$ cat src/rtl/csa_pipe_adder.sv
// csa_pipe_adder: pipelined carry-select adder/subtractor, one BLOCK-bit slice
// per pipeline stage, valid/ready handshake with a full-pipeline stall.
module csa_pipe_adder #(
  parameter int unsigned WIDTH = 16,
  parameter int unsigned BLOCK = 4
) (
  input  logic             i_clk,
  input  logic             i_rst,
  input  logic             i_valid,
  output logic             o_ready,
  input  logic [WIDTH-1:0] i_add_term1,
  input  logic [WIDTH-1:0] i_add_term2,
  input  logic             i_cin,
  input  logic             i_sub,
  output logic             o_valid,
  input  logic             i_ready,
  output logic [WIDTH-1:0] o_sum,
  output logic             o_cout,
  output logic             o_ovf
);

  localparam int unsigned NBLK = WIDTH / BLOCK;
  localparam int unsigned SW   = BLOCK + 1;

  // Elaboration-time guard against illegal slicing.
  if ((WIDTH % BLOCK) != 0 || NBLK == 0) begin : g_bad_cfg
    $error("csa_pipe_adder: WIDTH must be a non-zero multiple of BLOCK");
  end

  // Per-stage pipeline registers; element k belongs to stage k.
  logic             vld_q [NBLK];
  logic             cry_q [NBLK];
  logic             sub_q [NBLK];
  logic [WIDTH-1:0] a_q   [NBLK];
  logic [WIDTH-1:0] b_q   [NBLK];
  logic [WIDTH-1:0] sum_q [NBLK];
  logic             ovf_q;
  logic             en_c;

  // Whole pipeline advances unless a valid result is waiting on the consumer.
  assign en_c    = ~vld_q[NBLK-1] | i_ready;
  assign o_ready = en_c;

  assign o_valid = vld_q[NBLK-1];
  assign o_sum   = sum_q[NBLK-1];
  assign o_cout  = cry_q[NBLK-1];
  assign o_ovf   = ovf_q;

  for (genvar k = 0; k < NBLK; k++) begin : g_stage
    localparam int unsigned LO = k * BLOCK;

    logic             in_vld;
    logic             in_cry;
    logic             in_sub;
    logic [WIDTH-1:0] in_a;
    logic [WIDTH-1:0] in_b;
    logic [WIDTH-1:0] in_sum;
    logic [BLOCK-1:0] a_s;
    logic [BLOCK-1:0] b_s;
    logic [SW-1:0]    r0;
    logic [SW-1:0]    r1;
    logic [SW-1:0]    sel;
    logic [WIDTH-1:0] sum_d;
    logic             cry_d;

    // Stage 0 takes the raw handshake inputs; later stages take the stage below.
    if (k == 0) begin : g_src
      assign in_vld = i_valid;
      assign in_cry = i_cin ^ i_sub;
      assign in_sub = i_sub;
      assign in_a   = i_add_term1;
      assign in_b   = i_add_term2;
      assign in_sum = '0;
    end else begin : g_src
      assign in_vld = vld_q[k-1];
      assign in_cry = cry_q[k-1];
      assign in_sub = sub_q[k-1];
      assign in_a   = a_q[k-1];
      assign in_b   = b_q[k-1];
      assign in_sum = sum_q[k-1];
    end

    // Both carry-in variants of this slice, selected by the carry from below.
    assign a_s   = in_a[LO +: BLOCK];
    assign b_s   = in_b[LO +: BLOCK] ^ {BLOCK{in_sub}};
    assign r0    = SW'(a_s) + SW'(b_s);
    assign r1    = SW'(a_s) + SW'(b_s) + SW'(1'b1);
    assign sel   = in_cry ? r1 : r0;
    assign cry_d = sel[BLOCK];

    // Merge this slice's sum bits into the partial sum carried along.
    always_comb begin
      sum_d             = in_sum;
      sum_d[LO +: BLOCK] = sel[BLOCK-1:0];
    end

    // Stage register: clears on reset, shifts (bubbles included) when enabled.
    always_ff @(posedge i_clk) begin
      if (i_rst) begin
        vld_q[k] <= 1'b0;
        cry_q[k] <= 1'b0;
        sub_q[k] <= 1'b0;
        a_q[k]   <= '0;
        b_q[k]   <= '0;
        sum_q[k] <= '0;
      end else if (en_c) begin
        vld_q[k] <= in_vld;
        cry_q[k] <= cry_d;
        sub_q[k] <= in_sub;
        a_q[k]   <= in_a;
        b_q[k]   <= in_b;
        sum_q[k] <= sum_d;
      end
    end

    // Signed overflow: carry into the MSB differs from carry out of the MSB.
    if (k == NBLK - 1) begin : g_ovf
      logic msb_cin;
      logic ovf_d;

      assign msb_cin = in_a[WIDTH-1] ^ in_b[WIDTH-1] ^ in_sub ^ sel[BLOCK-1];
      assign ovf_d   = msb_cin ^ cry_d;

      // Overflow flag travels with the last stage.
      always_ff @(posedge i_clk) begin
        if (i_rst) begin
          ovf_q <= 1'b0;
        end else if (en_c) begin
          ovf_q <= ovf_d;
        end
      end
    end
  end

endmodule

$ cat config.mk
export PLATFORM = sky130hd
export DESIGN_NAME = csa_pipe_adder
export DESIGN_NICKNAME = d
export VERILOG_FILES = /design/src/rtl/csa_pipe_adder.sv
export SDC_FILE = /design/constraint.sdc
export NUM_CORES = 1
export LEC_CHECK = 0
export BUFFER_PORTS_ARGS = -buffer_cell sky130_fd_sc_hd__buf_2
export CORE_MARGIN = 2
export CORE_UTILIZATION = 55
export CTS_CLUSTER_SIZE = 12
export DETAILED_ROUTE_END_ITERATION = 16
export PLACE_DENSITY = 0.76
export REMOVE_ABC_BUFFERS = 1
export SLEW_MARGIN = 20
export SYNTH_ARGS = -nofsm -noshare
export SYNTH_HDL_FRONTEND = slang
export SYNTH_SLANG_ARGS = --single-unit
export TNS_END_PERCENT = 100
$ cat constraint.sdc
create_clock -name i_clk -period 5.65 [get_ports i_clk]
set_input_delay 0.8475 -clock i_clk [delete_from_list [all_inputs] [get_ports i_clk]]
set_output_delay 0.8475 -clock i_clk [all_outputs]
set_load 0.01 [all_outputs]
==> key figures, run 1 <==
Yosys
  • Post-synthesis sequential area ratio: 0.6442
  • Synth Warn #: 0
  • Synth Area in Simple Gates: 0.1500
  • Number of distinct library cells after synthesis: 28
  • Synth Cell Area: 0.004646 mm²
  • Post-synthesis compound-gate area fraction: 0.03205
  • Post-Synth Adder-Cell Area: 0.07110
  • Post-synthesis mux area share: 0.006464
  • Flip-flop and latch count after synthesis: 100
  • Cell count after synthesis: 331
  • Synthesized area per cell: 14.04 µm²
  • Main combinational cell family by area after synthesis: simple AND/OR/NAND/NOR gates
  • Post-Synth XOR/XNOR Area: 0.07999

Worst setup path
  • Element type at the critical path end: flop
  • Family with the most delay on the worst path: adder cells
  • CP required: 5910 ps
  • Buffers and inverters on the worst path: 0
  • Cell Chain, Critical Path: xor2_1 > ha_1 > fa_1 > ha_1 > nand3_2 > a311o_1 > a221oi_2 > xnor2_1 > a22o_1
  • Arr. time, crit path: 3060 ps
  • Setup CP Type: flop to flop
  • CP most frequent cell: ha_1
  • CP startpoint kind: flop
  • Crit path max-delay cell type: fa_1
  • CP peak stage delay: 540 ps
  • Max Fanout on Critical Path: 4

Layout
  • Share of cells above drive strength 1: 0.2015
  • Final core occ: 0.6390
  • Nets: 449
  • Syn-to-layout area delta: 13.01%
  • Most common cell after layout, fill and taps aside: edfxtp_1
  • ANT cells: 0
  • # fillers: 615
  • Most frequent cells in the layout: edfxtp_1 (99), and2_1 (79), buf_2 (57)
  • Post-Layout Cell Count: 497

Routing
  • Routed Antenna Nets: 0
  • Detailed Route WL: 6366 µm
  • Detailed Routing Iterations Pass 1: 4
  • Iter 0 DRT Violations: 96
  • Via density per instance: 5.030
  • Routed via count: 2500
  • Routed length per instance: 12.81 µm
  • # DRC: 0

Worst hold path
  • Worst min-delay path category: flop to flop

Timing
  • Rel. slew slack: 0.4296
  • Tightest Pin Transition: between 800 and 900 ps
  • Final min period: 2799 ps
  • Setup TNS: 0 ps
  • Max Transition Viols Final: 0
  • Final period utilization: 0.4953
  • Final Hold Vio Count: 0
  • Skew final: 10.36 ps
  • Unrepaired setup endpoints after global routing: no
  • Fin Hold WS: slightly below 500 ps
  • FMAX: 0.3573 GHz
  • Final Setup Violations: 0

Placement
  • Hpwl dp: around 4200 µm
  • Port Buffer Count: 57
  • GPL Wtd Cong: around 0.77
  • Placed Cells: ~480

Power
  • Leakage: around 2.4 nW
  • Peak supply drop: 0.1325 mV
  • Tot Pwr: 0.001581 W
  • PD cells: 301.2 mW/mm²

Clocking
  • Root Buffer: clkbuf_8
  • TritonCTS buffer count: 9
  • CTS tree: done
  • CTS sink cnt: 100
  • Max H-tree Level: 3
  • Resized Gates After CTS: 0
  • Clock transition at the registers of the reported paths: 90 ps
  • Setup Buffers After CTS: 0
  • CTS Buffer Depth: 2
  • Clock latency on the worst-skew pair: 360 ps
  • CTS Hold Bufs: 0

Global routing
  • Antenna violations before repair: 0
  • Vias in the first global route: ~2400
  • First-pass GRT wire length: about 11000 µm
  • Overflow after GRT: 0
  • Pin count of the biggest net entering global routing: 56
  • All-Layer GR Usage: 0.1521

Floorplan
  • Full die area: around 0.009 mm²
  • Core Rows: 33
  • Die Y: ~96 µm
  • Placeable Area: just over 0.008 mm²
  • Initial Util: 0.5654
  • Die width: approximately 96 µm
  • I/O Pins: a little under 60

Run
  • Max Cap Violations: 0

Run status
  • Status: complete, no violations
==> worst paths after layout <==
check             cells after the start                      start  slack, ps                  to
hold reg to reg                       1         o_ovf$_SDFFE_PP0N_        490  o_ovf$_SDFFE_PP0N_
setup reg to reg                      9  sub_q[1][0]$_SDFFCE_PN0P_       2850  o_ovf$_SDFFE_PP0N_
setup / recovery                      9  sub_q[1][0]$_SDFFCE_PN0P_       2850  o_ovf$_SDFFE_PP0N_
hold / removal                        1         o_ovf$_SDFFE_PP0N_        490  o_ovf$_SDFFE_PP0N_
==> synthesized netlist by cell type <==
master,count,area share
edfxtp_1,99,0.64
and2_1,79,0.11
nor2_1,24,0.019
xor2_1,23,0.043
ha_1,20,0.054
xnor2_1,15,0.028
clkbuf_1,14,0.011
a21oi_1,11,0.012
a21o_1,7,0.011
inv_1,6,0.0048
nand2_1,6,0.0048
fa_1,4,0.017
mux2i_1,3,0.0065
nand2b_1,2,0.0027
nand3_1,2,0.0022
nand4_1,2,0.0027
nor2b_1,2,0.0027
nor3b_1,2,0.0032
a211oi_1,1,0.0016
a221oi_2,1,0.0032
a22o_1,1,0.0019
a311o_1,1,0.0022
dfxtp_1,1,0.0043
nand3_2,1,0.0022
nor3_1,1,0.0011
nor3b_2,1,0.0027
xnor3_1,1,0.0048
xor2_2,1,0.0035
==> state kept, by name (all words and copies together), names as in the netlist <==
| name | count |
|---|---|
| cry_q | 4 |
| vld_q | 4 |
| sub_q | 3 |
| o_ovf | 1 |
| b_q | 24 |
| a_q | 24 |
| sum_q | 40 |
==> layout make-up <==
| cell class | instances | area [µm²] | area share |
|---|---|---|---|
| sequential | 100 | 2993 | 0.5701 |
| multi-input combinational | 211 | 1585 | 0.3020 |
| timing repair buffer | 59 | 300.3 | 0.05720 |
| tap | 105 | 131.4 | 0.02502 |
| clock buffer | 9 | 123.9 | 0.02359 |
| clock inverter | 7 | 91.34 | 0.01740 |
| inverter | 6 | 25.02 | 0.004766 |
==> routing by layer <==
| layer | vias up | share of wire | wire, µm | track usage |
|---|---|---|---|---|
| met5 | - | 0 | 0 | 0 |
| met1 | 1172 | 0.44 | 2771 | 0.1843 |
| li1 | 1263 | - | - | - |
| met4 | 0 | 0.020 | 127 | 0.08333 |
| met2 | 54 | 0.51 | 3226 | 0.2552 |
| met3 | 11 | 0.038 | 240 | 0.03132 |
==> report_power, final <==
part / internal (W) / total [W] / switching, W
Sequential: 0.000879 / 0.000897 / 0.0000180
Combinational: 0.0000968 / 0.000197 / 0.000101
Clock: 0.000247 / 0.000487 / 0.000240
Total: 0.00122 / 0.00158 / 0.000359
==> cells by family (layout without fill, tap and decap cells) <==
kind of cell,Yosys count,after routing
flops,100,100
buf+inv,20,81
mux,3,3
xor+xnor,40,40
fa+ha+maj,24,24
simple gates,122,122
compound gates,22,22
==> metrics by stage <==
stage / area (µm²) / worst slack, ps
3_5_place_dp: 5035 / 2803
5_1_grt: 5250 / 2731
3_3_place_gp: 5035 / 2905
4_1_cts: 5250 / 2846
2_1_floorplan: 4593 / 2160
6_report: 5250 / 2851
No activity file was read; power rests on OpenSTA's default activity.
==> run 2: changes to the inputs <==
--- a/config.mk
+++ b/config.mk
@@ -5,6 +5,7 @@
 export SDC_FILE = /design/constraint.sdc
 export NUM_CORES = 1
 export LEC_CHECK = 0
+export ABC_AREA = 1
 export BUFFER_PORTS_ARGS = -buffer_cell sky130_fd_sc_hd__buf_2
 export CORE_MARGIN = 2
 export CORE_UTILIZATION = 55
==> constraint.sdc (replaced) <==
create_clock -name i_clk -period 2.64 [get_ports i_clk]
set_input_delay 0.396 -clock i_clk [delete_from_list [all_inputs] [get_ports i_clk]]
set_output_delay 0.396 -clock i_clk [all_outputs]
set_load 0.01 [all_outputs]
==> run 2 against run 1 <==
  * Clock skew is 2.6 ps higher
  * Die area is 4.1% higher
  * Global-route usage is 1.5 points higher
  * Sequential share of layout area is 2.6 points lower
  * Non-clock buffer count is 3 higher
  * Combinational power is 140% higher
  * Register-to-register slack worse by 2700 ps
  * Synthesized cell count is 41% higher
  * Fmax is 14% higher
  * First-iteration DRC count is 40% higher
  * Largest cell class unchanged
==> key figures, run 2 <==
Layout
  • Final core occ: 0.6368 (-0.002180)
  • FF/Latch Area: 0.002993 mm² (unchanged)
  • Largest register FFs: 40 (unchanged)
  • ANT cells: 0 (unchanged)
  • Multi-input logic area: 0.001398 mm² (-12%)
  • Nets: 588 (+31%)
  • Biggest regs: sum_q: 40 flops, a_q: 24 flops, b_q: 24 flops
  • Syn-to-layout area delta: 13.54%
  • Most frequent cells in the layout: inv_1 (102), nor2_1 (101), edfxtp_1 (99)
  • Most common cell after layout, fill and taps aside: inv_1
  • Biggest register: sum_q
  • # fillers: 687 (+12%)
  • Share of cells above drive strength 1: 0.1733 (-0.02827)
  • Post-Layout Cell Count: 639 (+29%)

Worst setup path
  • CP required: 2760 ps (-3150 ps)
  • R2r endpoint: cry_q[2]$_SDFFCE_PN0P_
  • CP startpoint kind: flop
  • R2r startpoint: sub_q[0][1]$_DFFE_PP_
  • R2R setup slack: 180 ps (-2680 ps)
  • Element type at the critical path end: flop
  • Setup CP Type: flop to flop
  • Arr. time, crit path: 2580 ps (-480 ps)
  • Max Fanout on Critical Path: 5 (+1)
  • R2r worst-path depth: 11 (+2)

Yosys
  • Cell count after synthesis: 466 (+41%)
  • Ys flop type: edfxtp_1
  • Post-synthesis sequential area ratio: 0.6179 (-0.02629)
  • Async S/R FF share, synth: 0 (unchanged)
  • Synthesized area per cell: 10.39 µm² (-26%)
  • Post-synth top area cell: edfxtp_1
  • Post-synth EDFFs: 99 (unchanged)
  • Synth Cell Area: 0.004843 mm² (+4.3%)
  • Number of distinct library cells after synthesis: 28 (unchanged)
  • Synth top cells by count: inv_1 (102), nor2_1 (101), edfxtp_1 (99), nand2_1 (38), ha_1 (20)
  • Synth top area share: 0.6138 (-0.02612)
  • Synth Warn #: 0 (unchanged)
  • Count leader, synth: inv_1
  • Top area cells in the synthesized netlist: edfxtp_1 (61%), inv_1 (7.9%), nor2_1 (7.8%)
  • Flip-flop and latch count after synthesis: 100 (unchanged)

Clocking
  • Clock transition at the registers of the reported paths: 100 ps (about the same)
  • Clock latency on the worst-skew pair: 360 ps (about the same)
  • Max H-tree Level: 3 (unchanged)
  • CTS tree: done
  • Resized Gates After CTS: 0 (unchanged)
  • CTS Buffer Depth: 2 (unchanged)
  • TritonCTS buffer count: 9 (unchanged)
  • CTS sink cnt: 100 (unchanged)
  • CTS Hold Bufs: 0 (unchanged)
  • Setup Buffers After CTS: 0 (unchanged)
  • Root Buffer: clkbuf_8

Run status
  • Status: complete, no violations

Timing
  • Skew final: 12.94 ps (+2.583 ps)
  • Setup TNS: 0 ps (unchanged)
  • Tightest Pin Transition: 459.7 ps (-395.9 ps)
  • Final period utilization: 0.9335 (+0.4382)
  • Final min period: 2464 ps (-334.2 ps)
  • Final Hold Vio Count: 0 (unchanged)
  • Unrepaired setup endpoints after global routing: no
  • Rel. slew slack: 0.6935 (+0.2639)
  • Final Setup Violations: 0 (unchanged)
  • Max Transition Viols Final: 0 (unchanged)
  • FMAX: 0.4058 GHz (+14%)

Floorplan
  • Initial Util: 0.5609 (-0.004551)
  • Die width: 97.84 µm (+2.0%)
  • Core Rows: 34 (+3.0%)
  • Full die area: 0.009573 mm² (+4.1%)
  • Placeable Area: 0.008636 mm² (+5.1%)
  • I/O Pins: 58 (unchanged)
  • Die Y: 97.84 µm (+2.0%)

Worst hold path
  • Worst Hold Path EP: b_q[0][8]$_SDFFCE_PN0P_
  • WHS Path Cells: 3 (+2)
  • HP Start: i_add_term2[8]
  • Worst min-delay path category: input pin to flop

Routing
  • Met3 WL post-DR: 311 µm (+30%)
  • M1 WL: 3185 µm (+15%)
  • Routed via count: 3106 (+24%)
  • Routed length per instance: 11.81 µm (-7.8%)
  • Routed wl met2: 3874 µm (+20%)
  • Routed Antenna Nets: 0 (unchanged)
  • Detailed Routing Iterations Pass 1: 4 (unchanged)
  • Iter 0 DRT Violations: 134 (+40%)
  • Detailed Route WL: 7544 µm (+19%)
  • # DRC: 0 (unchanged)
  • Uppermost routed layer: met4
  • Via density per instance: 4.861 (-3.4%)

Placement
  • Placed Cells: 623 (+30%)
  • GPL Wtd Cong: 0.8899 (+16%)
  • Hpwl dp: 5231 µm (+25%)
  • Port Buffer Count: 57 (unchanged)

Global routing
  • Pin count of the biggest net entering global routing: 55 (-1.8%)
  • First-pass GRT wire length: 12810 µm (+22%)
  • All-Layer GR Usage: 0.1667 (+0.01457)
  • Vias in the first global route: 3072 (+26%)
  • Antenna violations before repair: 0 (unchanged)
  • Overflow after GRT: 0 (unchanged)

Power
  • PD cells: 622.5 mW/mm² (+110%)
  • Peak supply drop: 0.2592 mV (+96%)
  • Leakage: 2.667 nW (+12%)

Run
  • Max Cap Violations: 0 (unchanged)
-- run 2: changes by cell type after synthesis, moves of 6 or more --
cell	delta
a21oi_1	+8
clkbuf_1	-6
nand2_1	+32
nor2_1	+77
o21ai_0	+8
nand3_1	+13
a21o_1	-6
xnor2_1	-11
and2_1	-79
inv_1	+96
-- run 2: worst max-delay path by stage --
stage / start / end / depth (start not counted)
finish: sub_q[0][1]$_DFFE_PP_ / cry_q[2]$_SDFFCE_PN0P_ / 11
floorplan: vld_q[3]$_DFFE_PP_ / a_q[0][10]$_SDFFCE_PN0P_ / 3
detailed placement: sub_q[0][1]$_DFFE_PP_ / cry_q[2]$_SDFFCE_PN0P_ / 11
global placement: sub_q[1][0]$_SDFFCE_PN0P_ / o_ovf$_SDFFE_PP0N_ / 11
global route: sub_q[0][1]$_DFFE_PP_ / cry_q[2]$_SDFFCE_PN0P_ / 11
CTS: sub_q[0][1]$_DFFE_PP_ / cry_q[2]$_SDFFCE_PN0P_ / 11
-- run 2: critical path: stages, from the launching register on --
cell and delay, ps:
edfxtp_1 500, xor2_1 220, ha_1 210, inv_1 70, fa_1 470, inv_1 110, ha_1 150, nand2_1 80
nor2_1 120, nand2_1 90, o21ai_0 160, a21oi_1 60
-- run 2: where the power goes --
group	internal, W	switching (W)
clock network	0.000453	0.000553
logic	0.000195	0.000287
registers	0.00189	0.0000474
-- run 2: cell families (layout without fill, tap and decap cells) --
group / after synthesis / in the layout / share of synthesized area
flops: 100 / 100 / 0.6179
xor+xnor: 23 / 23 / 0.04314
fa+ha+maj: 24 / 24 / 0.06820
compound gates: 31 / 31 / 0.03410
buf+inv: 121 / 186 / 0.09507
simple gates: 166 / 166 / 0.1395
mux: 1 / 1 / 0.002067
-- run 2: layout make-up --
class	instances	share of cell area
sequential	100	0.5443
clock inverter	7	0.01524
clock buffer	9	0.02253
timing repair buffer	62	0.06553
multi-input combinational	245	0.2542
inverter	108	0.07372
tap	108	0.02457
-- run 2: through the flow --
step	total power [W]	setup WS (ps)	instance area (µm²)	hold WS [ps]
6_report	0.003423	175.5	5499	323.4
5_1_grt	0.003584	55.76	5499	325.6
4_1_cts	0.003445	187.3	5499	311.4
3_5_place_dp	0.002456	187.8	5291	520.2
3_3_place_gp	0.002422	343.1	5291	517.3
2_1_floorplan	0.002303	-598.1	4788	519.2
-- run 2: layer usage --
layer,vias up,global-route usage
met3,16,0.03579
met5,-,0
li1,1592,-
met2,87,0.2961
met1,1411,0.1908
met4,0,0.08120
